### src/rtl/pll_tuner_pkg.sv
// Shared types and helpers for the PLL phase tuner.
// Optional build macro PLL_TUNER_ABS_EN adds the CALC state used by
// absolute-target requests.
package pll_tuner_pkg;

  typedef enum logic [2:0] {
    ST_WAIT_LOCK = 3'd0,
    ST_IDLE      = 3'd1,
    ST_SETUP     = 3'd2,
    ST_PULSE     = 3'd3,
    ST_GAP       = 3'd4
`ifdef PLL_TUNER_ABS_EN
    ,ST_CALC     = 3'd5
`endif
  } tuner_state_e;

  // Bit positions inside err_o
  localparam int ERR_LOCK_LOST = 0;
  localparam int ERR_BAD_CH    = 1;
  localparam int ERR_W         = 2;

  // One modular step of a phase counter. The mask is PHASE_STEPS-1, so the
  // wrap is exact for any power-of-two step count up to 256.
  function automatic logic [7:0] phase_mod_step(input logic [7:0] ph,
                                                input logic       adv,
                                                input logic [7:0] mask);
    logic [7:0] nxt;
    nxt = adv ? (ph + 8'd1) : (ph - 8'd1);
    return nxt & mask;
  endfunction

endpackage

### src/rtl/pll_lock_filter.sv
// Lock qualifier: 2-FF synchroniser for the raw PLL lock, a consecutive-cycle
// filter that raises lock_stable, and the downstream reset that trails it.
module pll_lock_filter
  import pll_tuner_pkg::*;
#(
  parameter int LOCK_FILT = 1024
) (
  input  logic clk,
  input  logic rst_n,
  input  logic pll_lock,
  output logic lock_sync,
  output logic lock_stable,
  output logic rst_out_n
);

  localparam int CW = $clog2(LOCK_FILT);
  localparam logic [CW-1:0] CNT_LAST = CW'(LOCK_FILT - 1);

  logic          lock_p0;
  logic          lock_p1;
  logic [CW-1:0] cnt;

  assign lock_sync = lock_p1;

  // Synchronise raw lock, count consecutive locked cycles, derive reset
  always_ff @(posedge clk) begin
    if (!rst_n) begin
      lock_p0     <= 1'b0;
      lock_p1     <= 1'b0;
      cnt         <= '0;
      lock_stable <= 1'b0;
      rst_out_n   <= 1'b0;
    end else begin
      // stage p0 -> p1: metastability settling
      lock_p0 <= pll_lock;
      lock_p1 <= lock_p0;
      // filter stage: any unlocked sample restarts qualification at once
      if (!lock_p1) begin
        cnt         <= '0;
        lock_stable <= 1'b0;
      end else begin
        if (cnt != CNT_LAST) cnt <= cnt + 1'b1;
        if (cnt == CNT_LAST) lock_stable <= 1'b1;
      end
      rst_out_n <= lock_stable;
    end
  end

endmodule

### src/rtl/pll_phase_tuner.sv
// Run-time controller for the PLL dynamic phase-shift port. Accepts per
// channel step requests, sequences PSSEL/PSDIR/PSPULSE, tracks each channel's
// phase and gates everything on a filtered PLL lock.
// Build macro PLL_TUNER_ABS_EN: req_steps becomes an absolute target phase and
// the shortest direction is chosen in an extra CALC cycle.
module pll_phase_tuner
  import pll_tuner_pkg::*;
#(
  parameter int NUM_CH      = 2,
  parameter int PHASE_STEPS = 16,
  parameter int PHASE_W     = 4,
  parameter int PULSE_LEN   = 4,
  parameter int GAP_LEN     = 8,
  parameter int LOCK_FILT   = 1024
) (
  input  logic                      sys_clk,
  input  logic                      sys_rst_n,
  input  logic                      pll_lock,
  input  logic                      req_valid,
  output logic                      req_ready,
  input  logic [2:0]                req_ch,
  input  logic                      req_dir,
  input  logic [PHASE_W-1:0]        req_steps,
  output logic [2:0]                ps_sel,
  output logic                      ps_dir,
  output logic                      ps_pulse,
  output logic                      busy,
  output logic [NUM_CH*PHASE_W-1:0] phase_o,
  output logic                      lock_stable,
  output logic                      rst_out_n,
  output logic [ERR_W-1:0]          err_o
);

  localparam int CNT_MAX = (PULSE_LEN > GAP_LEN) ? PULSE_LEN : GAP_LEN;
  localparam int CNT_W   = $clog2(CNT_MAX + 1);
  localparam logic [CNT_W-1:0] PULSE_LAST = CNT_W'(PULSE_LEN - 1);
  localparam logic [CNT_W-1:0] GAP_LAST   = CNT_W'(GAP_LEN - 1);
  localparam logic [2:0]       CH_LIMIT   = 3'(NUM_CH);
  localparam logic [7:0]       PHASE_MASK = 8'(PHASE_STEPS - 1);

  tuner_state_e              state_q, state_d;
  logic [CNT_W-1:0]          cnt_q, cnt_d;
  logic [PHASE_W-1:0]        steps_q, steps_d;
  logic [2:0]                ps_sel_d;
  logic                      ps_dir_d;
  logic                      ps_pulse_d;
  logic                      busy_d;
  logic [ERR_W-1:0]          err_d;
  logic [NUM_CH*PHASE_W-1:0] phase_q, phase_d;
  logic [PHASE_W-1:0]        sel_phase;
  logic [PHASE_W-1:0]        stepped_phase;
  logic                      lock_sync;
  logic                      lock_ok;

  pll_lock_filter #(
    .LOCK_FILT (LOCK_FILT)
  ) u_lock_filter (
    .clk         (sys_clk),
    .rst_n       (sys_rst_n),
    .pll_lock    (pll_lock),
    .lock_sync   (lock_sync),
    .lock_stable (lock_stable),
    .rst_out_n   (rst_out_n)
  );

  // Checking the synchronised lock as well reacts one cycle before the
  // filtered flag drops, keeping the pulse abort fast.
  assign lock_ok   = lock_stable & lock_sync;
  assign req_ready = (state_q == ST_IDLE) && lock_ok;
  assign phase_o   = phase_q;

  // Phase of the channel currently driven on ps_sel, and its next value
  always_comb begin
    sel_phase = '0;
    for (int k = 0; k < NUM_CH; k++) begin
      if (ps_sel == 3'(k)) sel_phase = phase_q[k*PHASE_W +: PHASE_W];
    end
    stepped_phase = PHASE_W'(phase_mod_step(8'(sel_phase), ps_dir, PHASE_MASK));
  end

`ifdef PLL_TUNER_ABS_EN
  localparam logic [PHASE_W-1:0] HALF = PHASE_W'(PHASE_STEPS / 2);

  logic [PHASE_W-1:0] req_phase;
  logic [PHASE_W-1:0] abs_delta;

  // Forward distance from the requested channel's phase to the target
  always_comb begin
    req_phase = '0;
    for (int k = 0; k < NUM_CH; k++) begin
      if (req_ch == 3'(k)) req_phase = phase_q[k*PHASE_W +: PHASE_W];
    end
    abs_delta = req_steps - req_phase;
  end
`endif

  // Next-state and output decode for the step sequencer
  always_comb begin
    state_d    = state_q;
    cnt_d      = cnt_q;
    steps_d    = steps_q;
    ps_sel_d   = ps_sel;
    ps_dir_d   = ps_dir;
    ps_pulse_d = 1'b0;
    busy_d     = busy;
    err_d      = err_o;
    phase_d    = phase_q;

    if (!lock_ok && state_q != ST_WAIT_LOCK) begin
      // Abandon any step in flight; a cut-short pulse is not counted
      state_d = ST_WAIT_LOCK;
      busy_d  = 1'b0;
      if (state_q != ST_IDLE) err_d[ERR_LOCK_LOST] = 1'b1;
    end else begin
      unique case (state_q)
        ST_WAIT_LOCK: begin
          if (lock_ok) state_d = ST_IDLE;
        end
        ST_IDLE: begin
          if (req_valid) begin
            if (req_ch >= CH_LIMIT) begin
              err_d[ERR_BAD_CH] = 1'b1;
`ifdef PLL_TUNER_ABS_EN
            end else if (abs_delta != '0) begin
              ps_sel_d = req_ch;
              steps_d  = abs_delta;
              busy_d   = 1'b1;
              state_d  = ST_CALC;
            end
`else
            end else if (req_steps != '0) begin
              ps_sel_d = req_ch;
              ps_dir_d = req_dir;
              steps_d  = req_steps;
              busy_d   = 1'b1;
              state_d  = ST_SETUP;
            end
`endif
          end
        end
`ifdef PLL_TUNER_ABS_EN
        ST_CALC: begin
          // Shortest way round: advance up to half a period, else retard
          if (steps_q <= HALF) begin
            ps_dir_d = 1'b1;
          end else begin
            ps_dir_d = 1'b0;
            steps_d  = -steps_q;
          end
          state_d = ST_SETUP;
        end
`endif
        ST_SETUP: begin
          cnt_d      = '0;
          ps_pulse_d = 1'b1;
          state_d    = ST_PULSE;
        end
        ST_PULSE: begin
          if (cnt_q == PULSE_LAST) begin
            cnt_d   = '0;
            steps_d = steps_q - 1'b1;
            state_d = ST_GAP;
            for (int k = 0; k < NUM_CH; k++) begin
              if (ps_sel == 3'(k)) phase_d[k*PHASE_W +: PHASE_W] = stepped_phase;
            end
          end else begin
            cnt_d      = cnt_q + 1'b1;
            ps_pulse_d = 1'b1;
          end
        end
        ST_GAP: begin
          if (cnt_q == GAP_LAST) begin
            cnt_d = '0;
            if (steps_q == '0) begin
              busy_d  = 1'b0;
              state_d = ST_IDLE;
            end else begin
              ps_pulse_d = 1'b1;
              state_d    = ST_PULSE;
            end
          end else begin
            cnt_d = cnt_q + 1'b1;
          end
        end
        default: state_d = ST_WAIT_LOCK;
      endcase
    end
  end

  // Sequencer state and registered PLL-facing outputs
  always_ff @(posedge sys_clk) begin
    if (!sys_rst_n) begin
      state_q  <= ST_WAIT_LOCK;
      cnt_q    <= '0;
      steps_q  <= '0;
      ps_sel   <= '0;
      ps_dir   <= 1'b0;
      ps_pulse <= 1'b0;
      busy     <= 1'b0;
      err_o    <= '0;
      phase_q  <= '0;
    end else begin
      state_q  <= state_d;
      cnt_q    <= cnt_d;
      steps_q  <= steps_d;
      ps_sel   <= ps_sel_d;
      ps_dir   <= ps_dir_d;
      ps_pulse <= ps_pulse_d;
      busy     <= busy_d;
      err_o    <= err_d;
      phase_q  <= phase_d;
    end
  end

endmodule

### config.mk
export PLATFORM = sky130hd
export DESIGN_NAME = pll_phase_tuner
export DESIGN_NICKNAME = d
export VERILOG_FILES = /design/src/rtl/pll_tuner_pkg.sv /design/src/rtl/pll_lock_filter.sv /design/src/rtl/pll_phase_tuner.sv
export SDC_FILE = /design/constraint.sdc
export NUM_CORES = 1
export LEC_CHECK = 0
export CORE_MARGIN = 8
export CORE_UTILIZATION = 49
export CTS_CLUSTER_DIAMETER = 120
export DETAILED_ROUTE_END_ITERATION = 7
export HOLD_SLACK_MARGIN = 0.05
export MAX_ROUTING_LAYER = met4
export PLACE_DENSITY = 0.73
export SKIP_CTS_REPAIR_TIMING = 1
export SYNTH_ARGS = -nofsm -noshare
export SYNTH_HDL_FRONTEND = slang
export SYNTH_SLANG_ARGS = --single-unit
export TNS_END_PERCENT = 30
### constraint.sdc
create_clock -name sys_clk -period 1.95 [get_ports sys_clk]
set_input_delay 0.39 -clock sys_clk [delete_from_list [all_inputs] [get_ports sys_clk]]
set_output_delay 0.39 -clock sys_clk [all_outputs]
set_load 0.02 [all_outputs]
==> results.yml, run 1 <==
outcome:
  outcome: "finished, final reports clean"
setup_path:
  crit_path_start_kind: "input port"
  arrival_ps: 2110
  worstPathRequired_ps: 2180
  crit_fanout: 7
  crit_type: "in -> reg"
  crit_path_end_kind: "flip-flop"
synthesis:
  ys.flop_type: "dfxtp_1"
  yosys.area.top_type: "dfxtp_1"
  synth-seq-area-share_pct: 37.4
  synth_area_leaders: "dfxtp_1, nor2_1, mux2i_1, nand2_1, a21oi_1"
  ys_ff_latch: 41
  synth_top_area_share_pct: 37.4
  synth_cell_types: 62
  async_reset_ff_share_pct: 0
  syn_inst: 239
  avgSynthCellArea_um2: 9.19
  syn_area_um2: 2200
  syn-num-nets: 257
  synth-edff-count: 0
  yosys_warnings: 0
global_routing:
  grt_overflow: 0
  grt_pass1_wl_um: 8310
  grt_max_degree: 16
  antenna_found_initial: 0
  track_usage_pct: 14.4
  grt_pass1_vias: 1924
power_and_ir_drop:
  cellPowerDensity_nw_per_um2: 515
  swShare_pct: 22.8
  power.total_mw: 1.46
  worst_ir_drop_vdd_mv: 0.386
  pwr-share-clk_pct: 37.6
  p_leak_nw: 1.06
  comb_power_share_pct: 4.8
  internal-power_mw: 1.12
  power_switching_mw: 0.332
  seqPwrFrac_pct: 57.6
timing:
  hold_viol_final: 0
  whs_ps: 440
  drv_slew: 0
  setup_viol: 0
  rsz0062_at_grt: "true"
  relSlewSlack_pct: 68.5
  setup_slack_ps: 71.2
  worstMarginPinSlew_ps: 471
  skew_ps: 6.65
  layout_min_cycle_time_ps: 1880
  fin_crit_sh_pct: 96.4
  max_freq_mhz: 532
die:
  die_area_um2: 6880
  coreArea_um2: 4320
  io_pins: 31
  dieHeight_um: 82.9
  num_rows: 24
  initial_core_util_pct: 50.8
  die_w_um: 82.9
finish:
  layout_common_cells: "dfxtp_1, buf_4, clkdlybuf4s50_1"
  fin_util_pct: 65.4
  final_cell_count_no_fill: 352
  n_antenna_cell: 0
  final_common_cell: "dfxtp_1"
  nFillCells: 367
  area_delta_synth_final_pct: 28.8
  nNetsFinal: 317
  final_layout_size_suffix_gt1_share_pct: 19.3
clock_tree:
  clock-sinks: 41
  h-tree-depth: 2
  cts_tree: "done"
  clkLatencyLatePin_ps: 300
  clk_transition_reported_paths_ps: 80
  cts_buffers: 5
  clockBufferDepth: 2
  clock-root-buffer: "clkbuf_8"
placed_design:
  gp_congestion: 0.842
  hpwl_um: 3690
  dpl_worst_slack_ps: -253
  io_buffers: 30
  post-place-cells: 344
detailed_routing:
  wire_per_inst_um: 13.9
  first_iter_violations: 88
  viasPerCell: 5.51
  wl_um: 4900
  vias: 1941
  ant_nets: 0
  drc: 0
  dr.pass1.iters: 4
hold_path:
  min-delay-path-class: "reg -> reg"
job:
  drv_cap: 0
## cell usage after synthesis (4+ instances only)
cell type,number
a211oi_1,4
a21oi_1,13
and2_1,6
buf_6,4
dfxtp_1,41
ha_1,5
inv_1,8
mux2i_1,9
nand2_1,19
nand3_1,5
nand3b_1,5
nor2_1,27
nor2b_1,4
nor3_1,8
o21ai_0,7
## worst paths after layout
path	start	slack [ps]	end	depth (start not counted)
min	u_lock_filter.lock_p0$_SDFF_PN0_	440	u_lock_filter.lock_sync$_SDFF_PN0_	1
min reg2reg	u_lock_filter.lock_p0$_SDFF_PN0_	440	u_lock_filter.lock_sync$_SDFF_PN0_	1
max	req_valid	70	steps_q[1]$_SDFFE_PN0P_	5
max reg2reg	ps_sel[0]$_SDFFE_PN0P_	100	phase_o[3]$_SDFFE_PN0P_	7
## registers in the layout (all words and copies together), names as in the netlist, 2 cells and up
name / flops
state_q: 3
phase_o: 8
err_o: 2
ps_sel: 3
steps_q: 4
cnt_q: 4
u_lock_filter.cnt: 10
## final cells by class
cell class / count / area [µm²] / share of cell area [%]
inverter: 9 / 33.8 / 1.19
timing repair buffer: 62 / 543 / 19.2
sequential: 41 / 825 / 29.1
clock buffer: 5 / 68.8 / 2.43
multi-input combinational: 180 / 1280 / 45.1
clock inverter: 3 / 17.5 / 0.619
tap: 52 / 65.1 / 2.30
## layer usage
metal  vias to the layer above  global-route usage, %  wire [µm]
met1                       891                   16.7       2310
met4                         0                   6.07         57
met3                         4                   4.20        246
met2                        45                   22.5       2280
met5                         -                      -          0
li1                       1001                      -          -
## kinds of logic (layout without fill, tap and decap cells)
group / after synthesis / after routing / synth area share [%]
muxes: 11 / 11 / 5.30
AOI/OAI and AO/OA: 54 / 54 / 17.0
and+or+nand+nor: 103 / 103 / 28.6
DFF: 41 / 41 / 37.4
xor gates and xnor gates: 6 / 6 / 3.02
adders and majority gates: 6 / 6 / 3.76
buffers and inverters: 18 / 79 / 4.96
## metrics by stage
stage               cell area, µm²  setup TNS, ps
CTS                           2810           -109
global placement              2730          -1120
detailed placement            2730          -1330
finish                        2830              0
global route                  2830          -23.6
floorplan                     2200              0
## worst max-delay path, stage by stage
cell	delay [ps]
clkdlybuf4s50_1	470
or3b_4	380
o31a_1	330
a2111o_1	400
a21oi_1	130
## power groups by stage
stage | logic (mW) | registers, mW | clock network [mW]
final | 0.0698 | 0.839 | 0.548
after global placement | 0.0694 | 0.860 | 0
after CTS | 0.0703 | 0.841 | 0.561
after global routing | 0.0754 | 0.840 | 0.596
after floorplan | 0.0235 | 0.861 | 0
after detailed placement | 0.0698 | 0.861 | 0
(Power assumes the default switching activity.)
==> inputs of run 2 (changes only) <==
--- a/config.mk
+++ b/config.mk
@@ -6,12 +6,13 @@
 export NUM_CORES = 1
 export LEC_CHECK = 0
 export CORE_MARGIN = 8
-export CORE_UTILIZATION = 49
+export CORE_UTILIZATION = 54
 export CTS_CLUSTER_DIAMETER = 120
+export CTS_CLUSTER_SIZE = 10
 export DETAILED_ROUTE_END_ITERATION = 7
 export HOLD_SLACK_MARGIN = 0.05
 export MAX_ROUTING_LAYER = met4
-export PLACE_DENSITY = 0.73
+export PLACE_DENSITY = 0.82
 export SKIP_CTS_REPAIR_TIMING = 1
 export SYNTH_ARGS = -nofsm -noshare
 export SYNTH_HDL_FRONTEND = slang
==> constraint.sdc (replaced) <==
create_clock -name sys_clk -period 2 [get_ports sys_clk]
set_input_delay 0.4 -clock sys_clk [delete_from_list [all_inputs] [get_ports sys_clk]]
set_output_delay 0.4 -clock sys_clk [all_outputs]
set_load 0.02 [all_outputs]
==> results.yml, run 2 (synthesized netlist as in run 1, its figures left out) <==
outcome:
  outcome: "finished, final reports clean"
die:
  die_w_um: 79.8
  dieHeight_um: 79.8
  coreArea_um2: 3970
  num_rows: 23
  initial_core_util_pct: 55.3
  io_pins: 31
  die_area_um2: 6360
clock_tree:
  clkLatencyLatePin_ps: 300
  clk_transition_reported_paths_ps: 80
  cts_buffers: 5
  clockBufferDepth: 2
  clock-sinks: 41
  cts_tree: "done"
  h-tree-depth: 2
  clock-root-buffer: "clkbuf_8"
setup_path:
  critPathSlowestCell: "dfxtp_4"
  cp_num_buf_inv: 0
  crit_path_start_kind: "flip-flop"
  cp_top_family: "compound AO/OA/AOI/OAI gates"
  crit_fanout: 6
  arrival_ps: 2190
  crit_type: "reg -> reg"
  path_cells: "mux2_2 -> and2_1 -> ha_1 -> a21o_1 -> a41oi_2 -> xnor3_1 -> o22ai_1"
  cpPeakStageDelay_ps: 400
  worstPathRequired_ps: 2220
  crit_path_end_kind: "flip-flop"
finish:
  area_delta_synth_final_pct: 27.4
  fin_area_um2: 2800
  largest_reg_flops: 10
  n_antenna_cell: 0
  regArea_um2: 826
  final_layout_size_suffix_gt1_share_pct: 17.2
  layout_common_cells: "dfxtp_1, clkdlybuf4s50_1, nor2_1"
  final_common_cell: "dfxtp_1"
  top_register: "u_lock_filter.cnt"
  nFillCells: 305
  nNetsFinal: 308
  multi_input_area_um2: 1280
power_and_ir_drop:
  power.total_mw: 1.57
  worst_ir_drop_vdd_mv: 0.428
  p_leak_nw: 1.02
  cellPowerDensity_nw_per_um2: 562
global_routing:
  grt_pass1_vias: 1868
  track_usage_pct: 18.0
  grt_overflow: 0
  antenna_found_initial: 0
  grt_max_degree: 19
  grt_pass1_wl_um: 8930
timing:
  max_freq_mhz: 509
  fin_crit_sh_pct: 98.2
  setup_tns_ps: 0
  setup_slack_ps: 35.9
  drv_slew: 0
  hold_viol_final: 0
  worstMarginPinSlew_ps: 455
  relSlewSlack_pct: 69.5
  setup_viol: 0
  skew_ps: 7.99
  rsz0062_at_grt: "true"
  layout_min_cycle_time_ps: 1960
detailed_routing:
  wire_per_inst_um: 15.0
  wl_um: 5110
  drc: 0
  ant_nets: 0
  viasPerCell: 5.62
  vias: 1915
  first_iter_violations: 114
  dr.pass1.iters: 4
hold_path:
  min-delay-path-class: "reg -> reg"
placed_design:
  hpwl_um: 3590
  gp_congestion: 0.877
  placed_cell_area_um2: 2650
  io_buffers: 30
  dpl_worst_slack_ps: -242
job:
  drv_cap: 0
run 2: cell types whose count changed in the layout (fill, tap and decap cells not counted), sizes merged:
cell	before	now
clkbuf	5	7
clkinvlp	1	0
buf	32	23
bufinv	0	1
clkinv	3	1
run 2: area by class of cell:
| class | count | share of cell area (%) |
|---|---|---|
| inverters | 9 | 1.21 |
| multi-input cells | 180 | 45.9 |
| clock inverters | 1 | 1.07 |
| clock buffers | 7 | 3.09 |
| flip-flops and latches | 41 | 29.5 |
| repair buffers | 53 | 17.0 |
| well taps | 50 | 2.24 |
run 2: path summary, 6_finish.rpt:
path / from / to / slack [ps] / cells past startpoint
worst min register to register: u_lock_filter.lock_p0$_SDFF_PN0_ / u_lock_filter.lock_sync$_SDFF_PN0_ / 450 / 1
worst min-delay path: u_lock_filter.lock_p0$_SDFF_PN0_ / u_lock_filter.lock_sync$_SDFF_PN0_ / 450 / 1
worst max register to register: ps_sel[0]$_SDFFE_PN0P_ / phase_o[3]$_SDFFE_PN0P_ / 40 / 7
worst max-delay path: ps_sel[0]$_SDFFE_PN0P_ / phase_o[3]$_SDFFE_PN0P_ / 40 / 7
run 2: power breakdown:
group / total [mW] / internal [mW] / switching (mW) / leakage (nW)
logic: 0.0634 / 0.0351 / 0.0284 / 0.633
clock network: 0.690 / 0.407 / 0.283 / 0.0585
registers: 0.818 / 0.817 / 0.00192 / 0.332
total: 1.57 / 1.26 / 0.314 / 1.02
run 2: through the flow:
stage,std cells,util [%],hold slack [ps]
2_1_floorplan,239,-,412
3_3_place_gp,332,66.7,424
3_5_place_dp,332,66.7,436
4_1_cts,340,69.7,454
5_1_grt,341,70.4,487
6_report,341,70.4,451
run 2: worst reg2reg max path, stage by stage, from the launching register on:
cell and delay [ps]:
dfxtp_4 400, mux2_2 340, and2_1 190, ha_1 210, a21o_1 210, a41oi_2 170
xnor3_1 260, o22ai_1 130
run 2: metal layers:
layer,GRT usage (%),routed length (µm)
met5,-,0
met1,21.5,2320
met4,7.64,99
met2,28.4,2460
met3,4.05,229
